--- src/rtl/cpu_pkg.sv ---
// cpu_pkg: shared datapath widths, reset vector and the fetch queue entry type
package cpu_pkg;
  localparam int XLEN = 32;
  localparam int INST_W = 32;
  localparam logic [XLEN-1:0] RESET_VECTOR = 32'h0;
  typedef struct packed {
    logic [INST_W-1:0] inst;
    logic [XLEN-1:0] pc;
  } fetch_entry_t;
endpackage

--- src/rtl/fq_fifo.sv ---
// fq_fifo: in-order fetch entry storage with push/pop, flush to empty and head read-out
module fq_fifo import cpu_pkg::*; #(
  parameter int DEPTH = 4,
  localparam int CW = $clog2(DEPTH + 1)
) (
  input  logic         clk,
  input  logic         rst_n,
  input  logic         flush,
  input  logic         push,
  input  fetch_entry_t push_entry,
  input  logic         pop,
  output logic [CW-1:0] count,
  output fetch_entry_t head
);
  localparam int PW = $clog2(DEPTH);
  fetch_entry_t mem [DEPTH];
  logic [PW-1:0] rd_ptr, wr_ptr;
  assign head = mem[rd_ptr];
  always_ff @(posedge clk or negedge rst_n)
    if (!rst_n) begin
      rd_ptr <= '0;
      wr_ptr <= '0;
      count <= '0;
      for (int i = 0; i < DEPTH; i++) mem[i] <= '0;
    end else if (flush) begin
      rd_ptr <= '0;
      wr_ptr <= '0;
      count <= '0;
    end else begin
      if (push) begin
        mem[wr_ptr] <= push_entry;
        wr_ptr <= wr_ptr + PW'(1);
      end
      if (pop) rd_ptr <= rd_ptr + PW'(1);
      count <= count + CW'(push) - CW'(pop);
    end
endmodule

--- src/rtl/fetch_queue.sv ---
// fetch_queue: sequential PC fetch with credit-limited memory requests, in-order
// instruction queue to decode, and redirect flush that drops stale in-flight words
module fetch_queue import cpu_pkg::*; #(
  parameter int DEPTH = 4,
  parameter logic [XLEN-1:0] RESET_PC = RESET_VECTOR
) (
  input  logic              clk,
  input  logic              rst_n,
  output logic              imem_req_valid,
  input  logic              imem_req_ready,
  output logic [XLEN-1:0]   imem_req_addr,
  input  logic              imem_rsp_valid,
  input  logic [INST_W-1:0] imem_rsp_data,
  input  logic              redirect_valid,
  input  logic [XLEN-1:0]   redirect_pc,
  output logic              inst_valid,
  input  logic              inst_ready,
  output logic [INST_W-1:0] inst,
  output logic [XLEN-1:0]   inst_pc,
  output logic [XLEN-1:0]   inst_pc_plus4
);
  localparam int CW = $clog2(DEPTH + 1);
  localparam logic [CW:0] LIMIT = (CW + 1)'(DEPTH);
  logic [XLEN-1:0] fetch_pc, rsp_pc, target;
  logic [CW-1:0] count, outstanding, outstanding_nxt, drop_cnt;
  logic req_fire, push, pop, nonempty;
  fetch_entry_t head, push_entry;
  assign target = {redirect_pc[XLEN-1:2], 2'b00};
  assign nonempty = count != '0;
  // buffered words plus words in flight never exceed the queue capacity
  assign imem_req_valid = rst_n && !redirect_valid && ({1'b0, count} + {1'b0, outstanding} < LIMIT);
  assign imem_req_addr = fetch_pc;
  assign req_fire = imem_req_valid && imem_req_ready;
  assign push = imem_rsp_valid && drop_cnt == '0 && !redirect_valid;
  assign push_entry = '{inst: imem_rsp_data, pc: rsp_pc};
  assign inst_valid = nonempty && !redirect_valid;
  assign pop = inst_valid && inst_ready;
  assign inst = nonempty ? head.inst : '0;
  assign inst_pc = nonempty ? head.pc : '0;
  assign inst_pc_plus4 = nonempty ? head.pc + 32'd4 : '0;
  assign outstanding_nxt = outstanding + CW'(req_fire) - CW'(imem_rsp_valid);
  always_ff @(posedge clk or negedge rst_n)
    if (!rst_n) begin
      fetch_pc <= RESET_PC;
      rsp_pc <= RESET_PC;
      outstanding <= '0;
      drop_cnt <= '0;
    end else begin
      outstanding <= outstanding_nxt;
      if (redirect_valid) begin
        fetch_pc <= target;
        rsp_pc <= target;
        drop_cnt <= outstanding_nxt;
      end else begin
        if (req_fire) fetch_pc <= fetch_pc + 32'd4;
        if (push) rsp_pc <= rsp_pc + 32'd4;
        if (imem_rsp_valid && drop_cnt != '0) drop_cnt <= drop_cnt - CW'(1);
      end
    end
  always_ff @(posedge clk)
    if (rst_n)
      assert ({1'b0, count} + {1'b0, outstanding} <= LIMIT && drop_cnt <= outstanding &&
              !(imem_rsp_valid && outstanding == '0));
  fq_fifo #(.DEPTH(DEPTH)) u_fifo (
    .clk(clk),
    .rst_n(rst_n),
    .flush(redirect_valid),
    .push(push),
    .push_entry(push_entry),
    .pop(pop),
    .count(count),
    .head(head)
  );
endmodule

--- config.mk ---
export PLATFORM = sky130hd
export DESIGN_NAME = fetch_queue
export DESIGN_NICKNAME = d
export VERILOG_FILES = /design/src/rtl/cpu_pkg.sv /design/src/rtl/fq_fifo.sv /design/src/rtl/fetch_queue.sv
export SDC_FILE = /design/constraint.sdc
export NUM_CORES = 1
export LEC_CHECK = 0
export CORE_ASPECT_RATIO = 2
export CORE_UTILIZATION = 25
export CTS_BUF_LIST = sky130_fd_sc_hd__clkbuf_8 sky130_fd_sc_hd__clkbuf_16
export DETAILED_ROUTE_END_ITERATION = 7
export PLACE_DENSITY = 0.4
export SLEW_MARGIN = 20
export SYNTH_ARGS = -nofsm -noshare
export SYNTH_HDL_FRONTEND = slang
export SYNTH_SLANG_ARGS = --single-unit
--- constraint.sdc ---
create_clock -name clk -period 3.1 [get_ports clk]
set_input_delay 0.93 -clock clk [delete_from_list [all_inputs] [get_ports clk]]
set_output_delay 0.93 -clock clk [all_outputs]
set_load 0.05 [all_outputs]
* Word level (Yosys, flattened, before mapping)
Cells that the tools add are included.
** Operators by class
- Muxes and demuxes :: 20
- Reduce and logical (&&, ||, !) cells :: 18
- Bitwise operators :: 3
- Magnitude comparators :: 4
- Add/subtract/negate cells :: 11
** Operator list (count)
- bitwise mux 256 bit :: 1
- two-way mux 32 bit :: 7
- two-way mux 64 bit :: 3
- binary-select mux 64 bit (select 2 bit) :: 1
- demux 64 bit (select 2 bit) :: 1
- adder 32 x 3 -> 32 bit (second input constant) :: 3
- logical AND 1 bit :: 9
- two-way mux 3 bit :: 3
- two-way mux 2 bit :: 4
- nonzero test 2 bit :: 4
- adder 3 x 1 -> 3 bit :: 2
- greater-or-equal comparator 3 bit (second input constant) :: 2
- inverter 2 -> 3 bit :: 2
- nonzero test 3 bit :: 2
- subtractor 3 x 1 -> 3 bit :: 2
- adder 2 x 1 -> 2 bit (second input constant) :: 2
- adder 3 x 3 -> 4 bit :: 1
- < comparator 4 x 3 -> 1 bit (second input constant) :: 1
- logical NOT 3 bit :: 1
- < comparator 3 x 1 -> 1 bit (second input constant) :: 1
- subtractor 3 x 1 -> 3 bit (second input constant) :: 1
- AND reduction 2 bit :: 1
- logical NOT 1 bit :: 1
- inverter 1 bit :: 1
** Word-level totals
- Register bits :: 333
- Word-level logic and storage cells :: 71

* Logic depth before layout (Yosys ltp)
Gate-level depths: netlist (run 1).
- Depth after elaboration :: 7
- Depth in mapped cells :: 14
- Gate-level depth less buffers :: 12

* Modules after synthesis
From an unflattened synthesis (run 1), not the netlist that was laid out.
** Second synthesis, totals
- Cells, all modules :: 1256
- Area, all modules :: 17219.0 um^2
** By module, submodules not included
- fq_fifo :: area an instance 12339.3 um^2, cells an instance 657, times used 1
- fetch_queue :: area an instance 4879.7 um^2, cells an instance 599, times used 1

* Worst setup path before layout (run 1)
Ideal clock, no wire load.
- Kind :: register to output
- From :: register u_fifo.rd_ptr[0]
- To :: output port inst_pc_plus4[18]
- Stages on the path, launching flop included :: 11
- Arrival time :: 3036 ps
- Path buffers :: 4
- Path slack :: -866 ps
- Cell sequence :: dfrtp_1 buf_6 buf_12 buf_12 mux4_2 ha_1 nand2_1 or3_1 buf_6 or3_1 a21oi_1
** On the way
- Word-level cells in the longest chain between the ends :: 6
** Ends and longest elaborated chain
- start: declaration :: line fq_fifo.sv:17 : logic [PW-1:0] rd_ptr, wr_ptr;
- start signal: assignment :: line fq_fifo.sv:34 : if (pop) rd_ptr <= rd_ptr + PW'(1);
- inverter 2 -> 3 bit (implied by the code) :: line fq_fifo.sv:18 : assign head = mem[rd_ptr];
- binary-select mux 64 bit (select 2 bit) :: line fq_fifo.sv:18
- two-way mux 64 bit (implied by the code) (2 in a row) :: line fq_fifo.sv:18
- adder 32 x 3 -> 32 bit :: line fetch_queue.sv:40 : assign inst_pc_plus4 = nonempty ? head.pc + 32'd4 : '0;
- two-way mux 32 bit :: line fetch_queue.sv:40
- end: declaration :: line fetch_queue.sv:20 : output logic [XLEN-1:0] inst_pc_plus4
Every way passes these cells. The select of a mux whose other input is x is not followed.

* Worst setup path after layout (run 1)
Same ends and word-level chain as after synthesis.

==> results.toml, run 1 <==
[setup_path]
worstPathRequired_ns = 2.17
cp-start-kind = "flop"
r2r_cells = 10
cp_max_fo = 9
cp-end-kind = "output port"
crit_start = "u_fifo.rd_ptr[0]"
timing.rr.start = "u_fifo.count[1]"
timing_worst_setup_path_type = "reg2out"
crit_path_dat_ns = 3.22

[power_and_ir_drop]
leakage_nw = 10.0
vdd.ir_drop.worst_mv = 0.405
pwr_density_cell_nw_per_um2 = 923

[clock_tree]
cts.sinks = 321
path_clk_slew_ns = 0.06
postCtsHoldBufs = 0
clock-root-buffer = "sky130_fd_sc_hd__clkbuf_16"
cts_tree = "yes"
max-clock-path-buffers = 3
cts_inserted_buffers = 36
clk-insertion-delay-late_ns = 0.55
number_of_h_tree_levels = 2

[route]
count_of_vias_placed_by_the_detailed_router = 11400
drc = 0
routed_wl_um = 51800
drtIter0Drc = 339
detail-route-antenna-nets = 0
vias_per_instance = 4.77
detail_route.wl_per_cell_um = 21.7
drt-pass1-iter-count = 4

[sta]
hold_violations = 0
timing.final.crit_share = 1.34
highest_achievable_clock_rate_ghz = 0.241
timing.max_slew.rel_slack = 0.344
finalWorstPathRequiredPeriod_ns = 4.15
setup_viol_count_final = 89
clock-skew-final_ns = 0.0183
worst-slew-pin-transition_ns = 0.980
rsz0062_at_grt = "yes"
holdWs_ns = 0.475
final.setup.worst_slack_ns = -1.05
slew_violations = 0

[synthesis]
synth_async_sr_flop_share = 1.00
count_of_different_cell_masters_after_synthesis = 54
number_of_enable_type_register_cells_in_the_synthesized_netlist = 0
seq_area_frac_synth = 0.495
synth_ff_type = "sky130_fd_sc_hd__dfrtp_1"
postSynthAreaPerCell_um2 = 12.7
synth_cell_area_um2 = 16200
synth_warn = 0
ys_seq_elements = 321
syn_inst = 1277

[layout]
final_cell_area_um2 = 22400
syn2layout_area_growth_pct = 37.8
multi_input_gate_area_um2 = 8290
number_of_nets_in_the_layout = 1653
highest_count_cells_in_the_layout_ignoring_fill_and_taps = "sky130_fd_sc_hd__dfrtp_1 (316), sky130_fd_sc_hd__mux2_2 (254), sky130_fd_sc_hd__buf_4 (96)"
layout.area.seq_um2 = 8040
antenna_cells = 0
most_frequent_standard_cell_in_the_layout_excluding_fill_and_tap_cells = "sky130_fd_sc_hd__dfrtp_1"
post_route_cells_drive_above_1_share = 0.470
layout.filler_cells = 6349

[die]
initial_utilization = 0.254
fp.dieH_um = 362
floorplan.io_pins = 200
die_width_um = 182
dieArea_um2 = 66000
core_area_um2 = 63900
placement_rows = 131

[outcome]
violations = "setup timing"
outcome = "finished, violations left"

[place]
placement.cell_area_um2 = 20100
place.detailed.hpwl_um = 35400
place_congestion = 0.826
placement.io_buffers = 191

[hold_path]
timing.hold.worst.class = "reg2reg"
hold_path_depth = 2
min_from = "u_fifo.mem[157]"

[global_route]
initial_antenna_violation_count = 1
vias_in_the_first_global_route = 12600
maximum_number_of_pins_on_one_net_before_global_route_repair = 135
grt_first_pass_wirelength_um = 79400
grt.total_usage = 0.160
overflow = 0

[run]
max_cap_violations = 0
==> per-stage QoR <==
step           instances  total power [mW]  setup TNS (ns)  utilization  setup slack [ns]
5_1_grt             2390              21.8          -53.63        0.350             -1.14
4_1_cts             2383              20.9          -50.30        0.347             -1.14
3_3_place_gp        2301              15.0          -18.15        0.314            -0.671
3_5_place_dp        2301              15.1          -19.52        0.314            -0.674
2_1_floorplan       1282              11.5           -2.53            -            -0.331
6_report            2390              20.7          -46.48        0.350             -1.05
==> report_power, final <==
part | internal [mW] | total, mW | switching [mW]
combinational | 5.13 | 10.7 | 5.58
sequential | 5.19 | 5.85 | 0.661
clock | 2.27 | 4.09 | 1.83
==> flip-flops by register name (all words and copies together), names as in the netlist <==
name	cells
imem_req_addr	30
outstanding	3
u_fifo.count	3
u_fifo.mem	248
drop_cnt	3
u_fifo.rd_ptr	2
u_fifo.wr_ptr	2
rsp_pc	30
==> final timing paths <==
kind	slack, ns	to
setup / recovery	-1.05	inst_pc_plus4[18]
hold / removal	0.48	u_fifo.mem[157]
hold reg to reg	0.48	u_fifo.mem[157]
min in group asynchronous	0.53	imem_req_addr[31]
setup reg to reg	0.39	u_fifo.count[2]
max in group asynchronous	1.21	u_fifo.mem[134]
==> layer usage <==
layer	global-route usage	vias to the layer above	part of all wire
li1	-	5176	-
met1	0.176	5858	0.38
met2	0.303	282	0.54
met3	0.0272	79	0.042
met4	0.0608	2	0.035
met5	0	-	0.00017
==> worst max-delay path: stages (launching register included) <==
cell	delay [ns]
sky130_fd_sc_hd__dfrtp_4	0.50
sky130_fd_sc_hd__buf_12	0.16
sky130_fd_sc_hd__buf_6	0.12
sky130_fd_sc_hd__buf_6	0.11
sky130_fd_sc_hd__mux4_2	0.41
sky130_fd_sc_hd__ha_4	0.17
sky130_fd_sc_hd__nand2_4	0.04
sky130_fd_sc_hd__or3_4	0.33
sky130_fd_sc_hd__buf_12	0.16
sky130_fd_sc_hd__or3_4	0.34
sky130_fd_sc_hd__a21oi_4	0.15
sky130_fd_sc_hd__buf_12	0.15
==> cell type report <==
class | count | area share
clock inverter | 23 | 0.00515
sequential | 321 | 0.359
inverter | 29 | 0.00498
timing repair buffer | 334 | 0.171
multi-input combinational | 844 | 0.371
clock buffer | 41 | 0.0439
tap | 798 | 0.0446
==> kinds of logic (layout without fill, tap and decap cells) <==
group,count (synthesis),in the layout,synth area share
and+or+nand+nor,342,344,0.116
other,1,6,0.000231
DFF,321,321,0.495
AOI/OAI and AO/OA,88,88,0.0321
adders and majority gates,17,17,0.0140
muxes,330,330,0.276
buffers and inverters,119,427,0.0356
xor gates and xnor gates,59,59,0.0318
==> Yosys cell counts (all sizes together) (26+ instances only) <==
master	instances	area, µm²
dfrtp	321	8030
mux2	266	3000
and2	69	433
nand2	68	255
mux4	62	1460
clkbuf	54	213
nor2	52	195
o21ai	48	240
buf	36	256
nand3	36	193
xnor2	36	315
inv	29	109
nor3	26	170
==> timing repair <==
action | 4_1_cts | 5_1_grt
gates cloned | 6 | 0
endpoints found under the setup margin | 93 | 94
setup buffers | 14 | 8
resized for setup | 223 | 26
pin swaps | 13 | 17
No activity file was read; power rests on OpenSTA's default activity.
==> run 2, diff against run 1 <==
PLACE_DENSITY = 0.38   (was 0.4)
clock period = 4.2 ns   (was 3.1 ns; I/O delays follow)
==> run 2 against run 1 <==
The flow still finishes with violations (setup timing). Register-to-register slack improved by 1.1 ns. Core utilization shrank 2.0 points. First-iteration DRC count up 10%. Sequential power shrank 26%. Power down 32%. Clock skew is 0.0036 ns lower. Critical path depth fell by 1. Non-clock buffer count shrank 67. Worst hold slack got worse by 0.0026 ns. Setup slack better by 0.80 ns. Clock power shrank 17%. Final cell count is 3.0% lower. Largest cell class is now registers.
==> results.toml, run 2 (synthesis results as in run 1) <==
[clock_tree]
clk-insertion-delay-late_ns = 0.54
cts_inserted_buffers = 36
cts_tree = "yes"
cts.sinks = 321
max-clock-path-buffers = 3
path_clk_slew_ns = 0.06
number_of_h_tree_levels = 2
postCtsHoldBufs = 0
clock-root-buffer = "sky130_fd_sc_hd__clkbuf_16"

[sta]
setup_viol_count_final = 18
hold_violations = 0
final.setup.worst_slack_ns = -0.254
clock-skew-final_ns = 0.0147
final.setup.tns_ns = -2.99
rsz0062_at_grt = "yes"
timing.max_slew.rel_slack = 0.302
slew_violations = 0
worst-slew-pin-transition_ns = 1.04
highest_achievable_clock_rate_ghz = 0.225
finalWorstPathRequiredPeriod_ns = 4.45
timing.final.crit_share = 1.06

[setup_path]
cp_max_fo = 9
endpoint = "inst_pc_plus4[18]"
timing.rr.start = "rsp_pc[7]"
r2r_cells = 5
cp-end-kind = "output port"
critical_path.reg2reg.endpoint = "rsp_pc[28]"
cp-start-kind = "flop"
worstPathRequired_ns = 2.94
crit_path_dat_ns = 3.19
crit_start = "u_fifo.rd_ptr[0]"
timing_worst_setup_path_type = "reg2out"
worst-r2r-setup-slack_ns = 1.46

[place]
place.detailed.hpwl_um = 35200
place_congestion = 0.828
placement.cell_area_um2 = 19300
placement.io_buffers = 191
dpl.cell_count = 2239

[outcome]
violations = "setup timing"
outcome = "finished, violations left"

[route]
drt-pass1-iter-count = 4
drtIter0Drc = 373
vias_per_instance = 4.78
detail-route-antenna-nets = 0
drc = 0
routed_wl_um = 50700
detail_route.wl_per_cell_um = 21.9
count_of_vias_placed_by_the_detailed_router = 11100

[die]
fp.dieH_um = 362
core_area_um2 = 63900
dieArea_um2 = 66000
placement_rows = 131
initial_utilization = 0.254
floorplan.io_pins = 200
die_width_um = 182

[global_route]
initial_antenna_violation_count = 1
maximum_number_of_pins_on_one_net_before_global_route_repair = 161
overflow = 0
vias_in_the_first_global_route = 12000
grt_first_pass_wirelength_um = 77100
grt.total_usage = 0.155

[run]
max_cap_violations = 0

[layout]
multi_input_gate_area_um2 = 7950
regMostFlops = "u_fifo.mem"
layout.filler_cells = 6459
highest_count_cells_in_the_layout_ignoring_fill_and_taps = "sky130_fd_sc_hd__dfrtp_1 (319), sky130_fd_sc_hd__mux2_2 (255), sky130_fd_sc_hd__clkdlybuf4s50_1 (105)"
largest_register_ffs = 248
post_route_cells_drive_above_1_share = 0.384
layout.area.seq_um2 = 8040
number_of_nets_in_the_layout = 1584
antenna_cells = 0
syn2layout_area_growth_pct = 30.0
final_cell_area_um2 = 21100
finalNonFillerCells = 2319
most_frequent_standard_cell_in_the_layout_excluding_fill_and_tap_cells = "sky130_fd_sc_hd__dfrtp_1"

[hold_path]
timing.hold.worst.class = "reg2reg"
min_from = "u_fifo.mem[159]"

[power_and_ir_drop]
seq_power_share = 0.304
clock_power_share = 0.239
leakage_nw = 9.57
design_power_total_mw = 14.1
comb_power_share = 0.456
vdd.ir_drop.worst_mv = 0.411
netSwitchingFraction = 0.391
switchingPower_mw = 5.53
cell_internal_pwr_mw = 8.60
pwr_density_cell_nw_per_um2 = 670
==> run 2: cell type report <==
type                    count  share of cell area
well taps                 798              0.0473
clock buffers              44              0.0485
flip-flops and latches    321               0.381
multi-input cells         842               0.377
inverters                  29             0.00516
repair buffers            267               0.131
clock inverters            18             0.00979
==> run 2: power groups by stage <==
stage,combinational (mW),sequential (mW),clock [mW]
4_1_cts,6.44,4.31,3.55
2_1_floorplan,3.97,4.29,0
5_1_grt,6.89,4.40,3.63
3_3_place_gp,6.12,4.36,0
3_5_place_dp,6.16,4.39,0
6_report,6.45,4.30,3.38
==> run 2: layer usage <==
| layer | share of wire | up-vias | global-route usage |
|---|---|---|---|
| met1 | 0.40 | 5701 | 0.176 |
| met4 | 0.033 | 2 | 0.0600 |
| met3 | 0.042 | 85 | 0.0257 |
| met5 | 0.00026 | - | 0 |
| met2 | 0.52 | 268 | 0.287 |
| li1 | - | 5029 | - |
==> run 2: worst min path at each step <==
stage                     depth (start not counted)               to
final                                             2  u_fifo.mem[159]
after global routing                              2  u_fifo.mem[159]
after detailed placement                          2  u_fifo.mem[159]
after CTS                                         2   u_fifo.mem[18]
after global placement                            2   u_fifo.mem[76]
after floorplan                                   2  u_fifo.mem[140]
==> run 2: timing repair <==
item                                   CTS  global route
endpoints found under the hold margin    0             0
pin swaps                                7            16
resized for setup                       71            56
setup buffers                           12             6
setup endpoints to repair               75            50
==> run 2: critical path, cell delays in order, from the launching register on <==
cell	delay, ns
sky130_fd_sc_hd__dfrtp_4	0.50
sky130_fd_sc_hd__buf_6	0.16
sky130_fd_sc_hd__buf_4	0.15
sky130_fd_sc_hd__mux4_2	0.41
sky130_fd_sc_hd__ha_4	0.15
sky130_fd_sc_hd__nand2_1	0.06
sky130_fd_sc_hd__or3_4	0.38
sky130_fd_sc_hd__buf_12	0.16
sky130_fd_sc_hd__or3_1	0.32
sky130_fd_sc_hd__a21oi_2	0.19
sky130_fd_sc_hd__buf_12	0.16
==> run 2: through the flow <==
| step | worst slack (ns) | hold slack [ns] | utilization |
|---|---|---|---|
| after floorplan | 0.190 | 0.442 | - |
| after global placement | 0.0365 | 0.454 | 0.302 |
| after detailed placement | 0.0256 | 0.466 | 0.302 |
| after CTS | -0.350 | 0.480 | 0.326 |
| final | -0.254 | 0.473 | 0.330 |
| after global routing | -0.360 | 0.504 | 0.330 |
